File: config.mk
export PLATFORM = sky130hd
export DESIGN_NAME = tdm_demux_8ch
export DESIGN_NICKNAME = d
export VERILOG_FILES = /design/src/rtl/tdm_demux_8ch.sv
export SDC_FILE = /design/constraint.sdc
export NUM_CORES = 1
export LEC_CHECK = 0
export CAP_MARGIN = 20
export CORE_MARGIN = 10
export CORE_UTILIZATION = 57
export CTS_BUF_LIST = sky130_fd_sc_hd__clkbuf_8
export DETAILED_ROUTE_END_ITERATION = 10
export PLACE_DENSITY_LB_ADDON = 0.08
export SYNTH_ARGS = -nofsm -noshare
export SYNTH_HDL_FRONTEND = slang
export SYNTH_SLANG_ARGS = --single-unit
File: constraint.sdc
create_clock -name clk -period 5.2 [get_ports clk]
set_input_delay 1.04 -clock clk [delete_from_list [all_inputs] [get_ports clk]]
set_output_delay 1.04 -clock clk [all_outputs]
set_load 0.05 [all_outputs]
File: src/rtl/tdm_demux_8ch.sv
// 1-to-8 TDM demultiplexer: hunts for a slot-0 sync marker, then deserialises
// eight valid beats per frame into dout and flags framing violations.
module tdm_demux_8ch #(
    parameter bit SYNC_EVERY_FRAME = 1'b1
) (
    input  logic       clk,
    input  logic       rst,
    input  logic       din,
    input  logic       din_valid,
    input  logic       sync,
    output logic [7:0] dout,
    output logic       frame_valid,
    output logic [2:0] slot,
    output logic       locked,
    output logic       sync_err
);

    typedef enum logic {
        HUNT   = 1'b0,
        LOCKED = 1'b1
    } state_t;

    state_t     state_q, state_d;
    logic [2:0] slot_q, slot_d;
    logic [6:0] shadow_q, shadow_d;
    logic [7:0] dout_q, dout_d;
    logic       frame_valid_q, frame_valid_d;
    logic       sync_err_q, sync_err_d;

    // State and output registers.
    always_ff @(posedge clk or posedge rst) begin
        if (rst) begin
            state_q       <= HUNT;
            slot_q        <= 3'd0;
            shadow_q      <= 7'h00;
            dout_q        <= 8'h00;
            frame_valid_q <= 1'b0;
            sync_err_q    <= 1'b0;
        end else begin
            state_q       <= state_d;
            slot_q        <= slot_d;
            shadow_q      <= shadow_d;
            dout_q        <= dout_d;
            frame_valid_q <= frame_valid_d;
            sync_err_q    <= sync_err_d;
        end
    end

    // Next-state logic: non-beat cycles hold everything and clear the pulses.
    always_comb begin
        state_d       = state_q;
        slot_d        = slot_q;
        shadow_d      = shadow_q;
        dout_d        = dout_q;
        frame_valid_d = 1'b0;
        sync_err_d    = 1'b0;
        if (din_valid) begin
            case (state_q)
                HUNT: begin
                    if (sync) begin
                        shadow_d = {6'b000000, din};
                        slot_d   = 3'd1;
                        state_d  = LOCKED;
                    end else begin
                        slot_d   = 3'd0;
                    end
                end
                LOCKED: begin
                    // Re-align takes priority so it can never complete a frame.
                    if (sync && (slot_q != 3'd0)) begin
                        sync_err_d = 1'b1;
                        shadow_d   = {6'b000000, din};
                        slot_d     = 3'd1;
                    end else if (!sync && (slot_q == 3'd0) && SYNC_EVERY_FRAME) begin
                        sync_err_d = 1'b1;
                        slot_d     = 3'd0;
                        state_d    = HUNT;
                    end else begin
                        case (slot_q)
                            3'd0: shadow_d[0] = din;
                            3'd1: shadow_d[1] = din;
                            3'd2: shadow_d[2] = din;
                            3'd3: shadow_d[3] = din;
                            3'd4: shadow_d[4] = din;
                            3'd5: shadow_d[5] = din;
                            3'd6: shadow_d[6] = din;
                            default: begin
                                dout_d        = {din, shadow_q};
                                frame_valid_d = 1'b1;
                            end
                        endcase
                        slot_d = slot_q + 3'd1;
                    end
                end
                default: begin
                    state_d = HUNT;
                    slot_d  = 3'd0;
                end
            endcase
        end else begin
            state_d = state_q;
        end
    end

    assign dout        = dout_q;
    assign frame_valid = frame_valid_q;
    assign slot        = slot_q;
    assign locked      = (state_q == LOCKED);
    assign sync_err    = sync_err_q;

endmodule
==> flow_metrics.tcl, run 1 <==
set metrics [dict create \
    status "completed" \
    synth.most_common_cell "sky130_fd_sc_hd__dfrtp_1" \
    post-route-worst-setup-slack_ns 2.54 \
    setup_violations 0 \
    ys_seq_elements 21 \
    maxCapViolations 0 \
    crit_fanout 10 \
    htreeDepth 1 \
    power_switching_mw 0.382 \
    vias_per_cell 5.32 \
    hold_path_class "reg2reg" \
    area_delta_synth_final_pct 21.9 \
    synthTopCellsByArea "sky130_fd_sc_hd__dfrtp_1 (49%), sky130_fd_sc_hd__mux2_2 (9.4%), sky130_fd_sc_hd__ha_1 (9.3%)" \
    combPwrFrac 0.560 \
    peakVddDrop_mv 0.409 \
    totalWireLength_um 2010 \
    postCtsResizedCells 0 \
    leakage_nw 0.585 \
    achievable-frequency_ghz 0.376 \
    placement_rows 15 \
    synth-edff-count 0 \
    seq_power_share 0.314 \
    die_area_um2 4020 \
    diodes 0 \
    synthFlopType "sky130_fd_sc_hd__dfrtp_1" \
    routed-via-count 750 \
    synth.top_cell.area_share 0.490 \
    rsz_0062_raised_after_global_routing "false" \
    period_minus_slack_ns 2.66 \
    drcViolationCount 0 \
    power_density_nw_per_um2 629 \
    synth_commonest_cells "sky130_fd_sc_hd__dfrtp_1 (21), sky130_fd_sc_hd__inv_1 (16), sky130_fd_sc_hd__mux2_2 (9)" \
    slowest_stage "sky130_fd_sc_hd__clkdlybuf4s50_1" \
    worst_ep_required_time_ns 4.16 \
    cp.arrival_ns 1.62 \
    power_frac_clock 0.126 \
    groute.usage.overall 0.108 \
    layout_worst_path_cycle_share 0.512 \
    grt_pass1_wl_um 3600 \
    maxSlewViolCount 0 \
    worst_path_dominant_cell_family "buffers and inverters" \
    ys_types 26 \
    crit_path_max_cell_delay_ns 0.87 \
    grt_antenna_before_repair 0 \
    cts_setup_buffers 0 \
    number_of_global_route_vias_before_repair 765 \
    post_synth_instance_area_um2 1070 \
    synth.yosys.seq_area_share 0.490 \
    grt_start_max_net_pins 22 \
    synth_cells 98 \
    finalHoldViolations 0 \
    post_route_cells_drive_above_1_share 0.129 \
    critPathCaptureType "output port" \
    setup_tns_ns 0 \
    worst_slack_placed_ns 2.30 \
    drt_pre_antenna_iters 4 \
    die_x_um 63.4 \
    timing.max_slew.rel_slack 0.472 \
    dieHeight_um 63.4 \
    clk_latency_ns 0.25 \
    ant_nets 0 \
    synth_top_area_cell "sky130_fd_sc_hd__dfrtp_1" \
    cp_cell_sequence "clkdlybuf4s50_1" \
    ctsRootBufferMaster "sky130_fd_sc_hd__clkbuf_8" \
    internal_power_mw 0.441 \
    clk_transition_reported_paths_ns 0.08 \
    mappedNetlistNets 111 \
    wl_per_cell_um 14.3 \
    total_power_mw 0.823 \
    clock_skew_ns 0.00501 \
    finalWeightedCongestion 0.742 \
    drt-initial-drc-count 11 \
    global_route.overflow_total 0 \
    holdBufCountCts 0 \
    asyncSetResetFlopFracSynth 1.00 \
    worst_margin_pin_slew_ns 0.792 \
    switching_share 0.464 \
    finalNetCount 130 \
    core-area_um2 1760 \
    crit_buf_inv 1 \
    cts_num_sinks 21 \
    syn_area_per_cell_um2 11.0 \
    place_hpwl_um 1510 \
    initial_core_utilization 0.609 \
    design.portCount 19 \
    cp-start-kind "register" \
    numCtsBuffers 3 \
    port-buffer-count 18 \
    crit_type "reg2out" \
    clock_tree_from_tritoncts "yes" \
    yosysWarningCount 0 \
    max-clock-path-buffers 2 \
]
## logic make-up after synthesis
| group | after synthesis | synth area share |
|---|---|---|
| fa+ha+maj | 8 | 0.0932 |
| compound gates | 21 | 0.139 |
| flops | 21 | 0.490 |
| buf+inv | 20 | 0.0769 |
| simple gates | 19 | 0.107 |
| mux | 9 | 0.0944 |
## power groups by stage
| stage | Clock (mW) | Sequential (mW) | Combinational (mW) |
|---|---|---|---|
| after floorplan | 0 | 0.398 | 0.198 |
| after global placement | 0 | 0.259 | 0.456 |
| after detailed placement | 0 | 0.262 | 0.463 |
| after CTS | 0.107 | 0.259 | 0.467 |
| after global routing | 0.117 | 0.268 | 0.499 |
| final | 0.104 | 0.258 | 0.461 |
## metrics by stage
stage	cells	instance area (µm²)	hold slack, ns	util
after floorplan	98	1070	0.474	-
after global placement	137	1260	0.483	0.716
after detailed placement	137	1260	0.496	0.716
after CTS	141	1310	0.513	0.742
after global routing	141	1310	0.526	0.742
final	141	1310	0.511	0.742
## cells in the final DEF, fill, tap and decap left out, drive strengths merged, types with 3 or more instances in the layout
cell / count
dfrtp: 21
clkdlybuf4s50: 18
inv: 16
mux2: 9
ha: 8
nand2: 7
a211oi: 6
o22ai: 6
clkbuf: 3
o21ai: 3
## metal layers
metal / track usage / up-vias / wire length, µm
met5: 0 / - / 0
met4: 0.0492 / 0 / 29
met3: 0.0300 / 4 / 133
met2: 0.181 / 18 / 1040
met1: 0.125 / 355 / 813
li1: - / 373 / -
## area by class of cell
| class | instances | area, µm² |
|---|---|---|
| tap | 25 | 31.3 |
| multi-input combinational | 57 | 465 |
| fill | 138 | 455 |
| inverter | 16 | 60.1 |
| sequential | 21 | 526 |
| clock inverter | 1 | 5.00 |
| clock buffer | 3 | 41.3 |
| timing repair buffer | 18 | 180 |
## state kept, by name (all words and copies together), names as in the netlist
| name | count |
|---|---|
| dout | 8 |
| shadow_q | 7 |
| slot | 3 |
| frame_valid | 1 |
| locked | 1 |
| sync_err | 1 |
## path summary, 6_finish.rpt
kind / from / end / slack (ns) / depth (start not counted)
worst max-delay path: slot[2] / slot[2] / 2.54 / 1
worst min-delay path: shadow_q[2] / dout[2] / 0.51 / 1
worst max register to register: slot[1] / dout[6] / 3.03 / 5
worst min register to register: shadow_q[2] / dout[2] / 0.51 / 1
max in group asynchronous: rst / shadow_q[3] / 3.46 / 2
min in group asynchronous: rst / dout[2] / 1.24 / 2
(Power assumes the default switching activity.)
==> run 2: changes to the inputs <==
--- a/config.mk
+++ b/config.mk
@@ -7,7 +7,7 @@
 export LEC_CHECK = 0
 export CAP_MARGIN = 20
 export CORE_MARGIN = 10
-export CORE_UTILIZATION = 57
+export CORE_UTILIZATION = 48
 export CTS_BUF_LIST = sky130_fd_sc_hd__clkbuf_8
 export DETAILED_ROUTE_END_ITERATION = 10
 export PLACE_DENSITY_LB_ADDON = 0.08
==> constraint.sdc (replaced) <==
create_clock -name clk -period 2.32 [get_ports clk]
set_input_delay 0.464 -clock clk [delete_from_list [all_inputs] [get_ports clk]]
set_output_delay 0.464 -clock clk [all_outputs]
set_load 0.05 [all_outputs]
==> run 2 against run 1 <==
Effect of this change:
- largest power group unchanged
- flip-flop and latch count stayed put
- worst hold slack worse by 0.0074 ns
- critical path type is now reg2reg
- wire length is 0.94% higher
- die area is 13% higher
==> flow_metrics.tcl, run 2 (synthesis gave the netlist of run 1 again) <==
set metrics [dict create \
    peakVddDrop_mv 0.750 \
    dieHeight_um 67.3 \
    global_route.overflow_total 0 \
    grt_start_max_net_pins 15 \
    postCtsResizedCells 0 \
    timing.critical_path.to "dout[5]" \
    wl_per_cell_um 13.5 \
    r2r_slack_ns 0.17 \
    layout_worst_path_cycle_share 0.926 \
    critical_path.startpoint "slot[1]" \
    final_core_util 0.626 \
    grt_pass1_wl_um 3800 \
    final_cell_mix "sky130_fd_sc_hd__dfrtp_1 (20), sky130_fd_sc_hd__clkdlybuf4s50_1 (18), sky130_fd_sc_hd__inv_1 (16), sky130_fd_sc_hd__mux2_2 (9), sky130_fd_sc_hd__ha_1 (8)" \
    cp.arrival_ns 2.29 \
    achievable-frequency_ghz 0.466 \
    timing.max_slew.rel_slack 0.652 \
    worst_margin_pin_slew_ns 0.519 \
    core-area_um2 2170 \
    die_area_um2 4530 \
    number_of_global_route_vias_before_repair 842 \
    largest_reg_flops 8 \
    ant_nets 0 \
    maxSlewViolCount 0 \
    place_hpwl_um 1650 \
    layout.cells.non_filler 150 \
    critPathCaptureType "register" \
    ctsRootBufferMaster "sky130_fd_sc_hd__clkbuf_8" \
    drt_pre_antenna_iters 4 \
    max-clock-path-buffers 2 \
    port-buffer-count 18 \
    clock_tree_from_tritoncts "yes" \
    place_inst 146 \
    area_delta_synth_final_pct 26.6 \
    leakage_nw 0.613 \
    setup_violations 0 \
    worst_slack_placed_ns 0.0792 \
    met2WireLength_um 995 \
    drcViolationCount 0 \
    critical_path.reg2reg.endpoint "dout[5]" \
    initial_core_utilization 0.495 \
    finalNetCount 136 \
    hold_path_class "reg2reg" \
    crit_fanout 8 \
    maxUsedRoutingLayer "met4" \
    route.layer.met1.wl_um 904 \
    clk_transition_reported_paths_ns 0.07 \
    detailroute.wirelength.met3_um 97 \
    htreeDepth 1 \
    total_power_mw 1.89 \
    crit_type "reg2reg" \
    holdBufCountCts 0 \
    vias_per_cell 5.07 \
    setup_tns_ns 0 \
    routed-via-count 760 \
    design.portCount 19 \
    post_dp_cell_area_um2 1310 \
    layout_commonest_cell "sky130_fd_sc_hd__dfrtp_1" \
    finalHoldViolations 0 \
    finalWeightedCongestion 0.781 \
    r2r-start "slot[1]" \
    cts_setup_buffers 0 \
    worst_ep_required_time_ns 2.46 \
    numCtsBuffers 3 \
    drt-initial-drc-count 15 \
    power_density_nw_per_um2 1390 \
    totalWireLength_um 2030 \
    rsz_0062_raised_after_global_routing "false" \
    cts_num_sinks 21 \
    post-route-worst-setup-slack_ns 0.172 \
    maxCapViolations 0 \
    holdWs_ns 0.504 \
    clk_latency_ns 0.25 \
    grt_antenna_before_repair 0 \
    period_minus_slack_ns 2.15 \
    post_route_cells_drive_above_1_share 0.180 \
    groute.usage.overall 0.107 \
    clock_skew_ns 0.00208 \
    diodes 0 \
    cp-start-kind "register" \
    reg2regPathDepth 8 \
    placement_rows 17 \
    die_x_um 67.3 \
    final_design_area_no_fill_um2 1360 \
    status "completed" \
]
[run 2: changes by cell type in the layout (fill, tap and decap cells not counted)]
cell | before | now
sky130_fd_sc_hd__dfrtp_2 | 0 | 1
sky130_fd_sc_hd__dfrtp_1 | 21 | 20
sky130_fd_sc_hd__buf_4 | 0 | 6
[run 2: power by group]
part | internal, mW | total, mW | switching, mW
clock | 0.119 | 0.233 | 0.113
combinational | 0.421 | 1.09 | 0.665
sequential | 0.487 | 0.569 | 0.0815
[run 2: worst min path at each step]
| stage | cells after the start | slack (ns) | startpoint | endpoint |
|---|---|---|---|---|
| 3_5_place_dp | 1 | 0.49 | shadow_q[2] | dout[2] |
| 2_1_floorplan | 1 | 0.44 | rst | dout[0] |
| 5_1_grt | 1 | 0.53 | dout[1] | dout[1] |
| 6_report | 1 | 0.50 | shadow_q[2] | dout[2] |
| 3_3_place_gp | 1 | 0.49 | shadow_q[0] | shadow_q[0] |
| 4_1_cts | 1 | 0.50 | shadow_q[2] | dout[2] |
[run 2: per-layer routing]
| layer | vias up | global-route usage |
|---|---|---|
| li1 | 383 | - |
| met1 | 362 | 0.130 |
| met2 | 11 | 0.175 |
| met3 | 4 | 0.0264 |
| met4 | 0 | 0.0462 |
| met5 | - | 0 |
[run 2: final cells by class]
type                            count  area [µm²]
Sequential cell                    21         527
Clock buffer                        3        41.3
Fill cell                         190         811
Tap cell                           28        35.0
Clock inverter                      1        5.00
Inverter                           16        60.1
Timing Repair Buffer               24         225
Multi-Input combinational cell     57         465
[run 2: critical path: stages, from the launching register on]
cell and delay, ns:
sky130_fd_sc_hd__dfrtp_1 0.44, sky130_fd_sc_hd__inv_1 0.10, sky130_fd_sc_hd__ha_1 0.24, sky130_fd_sc_hd__nand2_1 0.09, sky130_fd_sc_hd__inv_1 0.06, sky130_fd_sc_hd__ha_1 0.30, sky130_fd_sc_hd__nand3_1 0.12, sky130_fd_sc_hd__a21oi_4 0.30
sky130_fd_sc_hd__mux2_2 0.38
==> run 3: changes to the inputs <==
--- a/config.mk
+++ b/config.mk
@@ -10,7 +10,7 @@
 export CORE_UTILIZATION = 48
 export CTS_BUF_LIST = sky130_fd_sc_hd__clkbuf_8
 export DETAILED_ROUTE_END_ITERATION = 10
-export PLACE_DENSITY_LB_ADDON = 0.08
+export PLACE_DENSITY = 0.85
 export SYNTH_ARGS = -nofsm -noshare
 export SYNTH_HDL_FRONTEND = slang
 export SYNTH_SLANG_ARGS = --single-unit
==> run 3 against run 2 <==
Effect of this change:
- register-to-register slack barely moved
- core utilization fell by 0.69 points
- wire length rose by 5.2%
- clock skew barely moved
- cell count fell by 1.3%
==> flow_metrics.tcl, run 3 (synthesis gave the netlist of run 1 again) <==
set metrics [dict create \
    numCtsBuffers 3 \
    achievable-frequency_ghz 0.468 \
    clk_latency_ns 0.26 \
    cts_num_sinks 21 \
    design.portCount 19 \
    htreeDepth 1 \
    drcViolationCount 0 \
    maxSlewViolCount 0 \
    routed-via-count 766 \
    initial_core_utilization 0.495 \
    clk_transition_reported_paths_ns 0.07 \
    layout_commonest_cell "sky130_fd_sc_hd__dfrtp_1" \
    grt_antenna_before_repair 0 \
    cp.arrival_ns 2.28 \
    area_delta_synth_final_pct 25.2 \
    ant_nets 0 \
    grt_pass1_wl_um 3740 \
    register_area_um2 528 \
    ctsRootBufferMaster "sky130_fd_sc_hd__clkbuf_8" \
    timing.max_slew.rel_slack 0.606 \
    maxCapViolations 0 \
    rsz_0062_raised_after_global_routing "false" \
    wl_per_cell_um 14.4 \
    setup_tns_ns 0 \
    die_area_um2 4530 \
    power_density_nw_per_um2 1400 \
    diodes 0 \
    clock_skew_ns 0.00254 \
    clock_tree_from_tritoncts "yes" \
    leakage_nw 0.603 \
    critPathCaptureType "register" \
    period_minus_slack_ns 2.14 \
    vias_per_cell 5.18 \
    post-route-worst-setup-slack_ns 0.184 \
    setup_violations 0 \
    crit_type "reg2reg" \
    peakVddDrop_mv 0.876 \
    port-buffer-count 18 \
    max-clock-path-buffers 2 \
    finalWeightedCongestion 0.759 \
    final_cell_mix "sky130_fd_sc_hd__dfrtp_1 (19), sky130_fd_sc_hd__clkdlybuf4s50_1 (18), sky130_fd_sc_hd__inv_1 (17), sky130_fd_sc_hd__mux2_2 (9), sky130_fd_sc_hd__ha_1 (8)" \
    grt_start_max_net_pins 17 \
    hold_path_class "reg2reg" \
    cp-start-kind "register" \
    multi_input_comb_area_um2 465 \
    post_route_cells_drive_above_1_share 0.167 \
    final_core_util 0.619 \
    worst_margin_pin_slew_ns 0.591 \
    finalNetCount 134 \
    global_route.overflow_total 0 \
    worst_slack_placed_ns 0.0881 \
    layout.filler_cells 185 \
    place_hpwl_um 1650 \
    die_x_um 67.3 \
    total_power_mw 1.88 \
    finalHoldViolations 0 \
    crit_fanout 8 \
    drt_pre_antenna_iters 4 \
    layout_worst_path_cycle_share 0.921 \
    dieHeight_um 67.3 \
    largest_reg_flops 8 \
    placement_rows 17 \
    core-area_um2 2170 \
    status "completed" \
    groute.usage.overall 0.108 \
    number_of_global_route_vias_before_repair 805 \
    drt-initial-drc-count 9 \
    worst_ep_required_time_ns 2.47 \
    totalWireLength_um 2140 \
]
==> run 3: cell types whose count changed in the layout (fill, tap and decap cells not counted) <==
cell	delta
sky130_fd_sc_hd__clkinv_2	-1
sky130_fd_sc_hd__dfrtp_1	-1
sky130_fd_sc_hd__inv_1	+1
sky130_fd_sc_hd__buf_4	-2
sky130_fd_sc_hd__dfrtp_2	+1
==> run 3: stage by stage <==
step / hold slack (ns) / instances / instance area [µm²]
2_1_floorplan: 0.440 / 98 / 1070
4_1_cts: 0.508 / 148 / 1340
3_5_place_dp: 0.488 / 144 / 1300
6_report: 0.504 / 148 / 1340
3_3_place_gp: 0.486 / 144 / 1300
5_1_grt: 0.525 / 148 / 1340
==> run 3: critical path, cell delays in order (launching register included) <==
cell	delay (ns)
sky130_fd_sc_hd__dfrtp_2	0.43
sky130_fd_sc_hd__inv_1	0.09
sky130_fd_sc_hd__ha_1	0.24
sky130_fd_sc_hd__or4_4	0.55
sky130_fd_sc_hd__a21oi_4	0.31
sky130_fd_sc_hd__mux2_2	0.39
==> run 3: metal layers <==
metal / part of all wire / GRT usage
met4: 0.022 / 0.0538
met5: 0 / 0
met2: 0.50 / 0.185
met3: 0.058 / 0.0347
met1: 0.42 / 0.117
==> run 3: path summary, 6_finish.rpt <==
| path | start | endpoint | slack, ns | depth (start not counted) |
|---|---|---|---|---|
| worst max register to register | slot[1] | dout[7] | 0.18 | 5 |
| worst min register to register | shadow_q[0] | shadow_q[0] | 0.50 | 1 |
| max in group asynchronous | rst | frame_valid | 1.24 | 3 |
| min in group asynchronous | rst | shadow_q[5] | 0.56 | 2 |
| worst min-delay path | shadow_q[0] | shadow_q[0] | 0.50 | 1 |
| worst max-delay path | slot[1] | dout[7] | 0.18 | 5 |
==> run 3: repair_timing <==
action	CTS	global route
hold buffers	0	0
buffers inserted	0	0
resized for setup	0	1
endpoints found under the setup margin	0	8
==> run 3: where the power goes <==
part,internal (mW),switching (mW)
Clock,0.118,0.117
Combinational,0.401,0.654
Sequential,0.489,0.101
==> run 3: final cells by class <==
type,instances,share of cell area
flip-flops and latches,21,0.393
repair buffers,22,0.156
multi-input cells,57,0.346
clock inverters,1,0.00279
well taps,28,0.0261
inverters,16,0.0447
clock buffers,3,0.0307
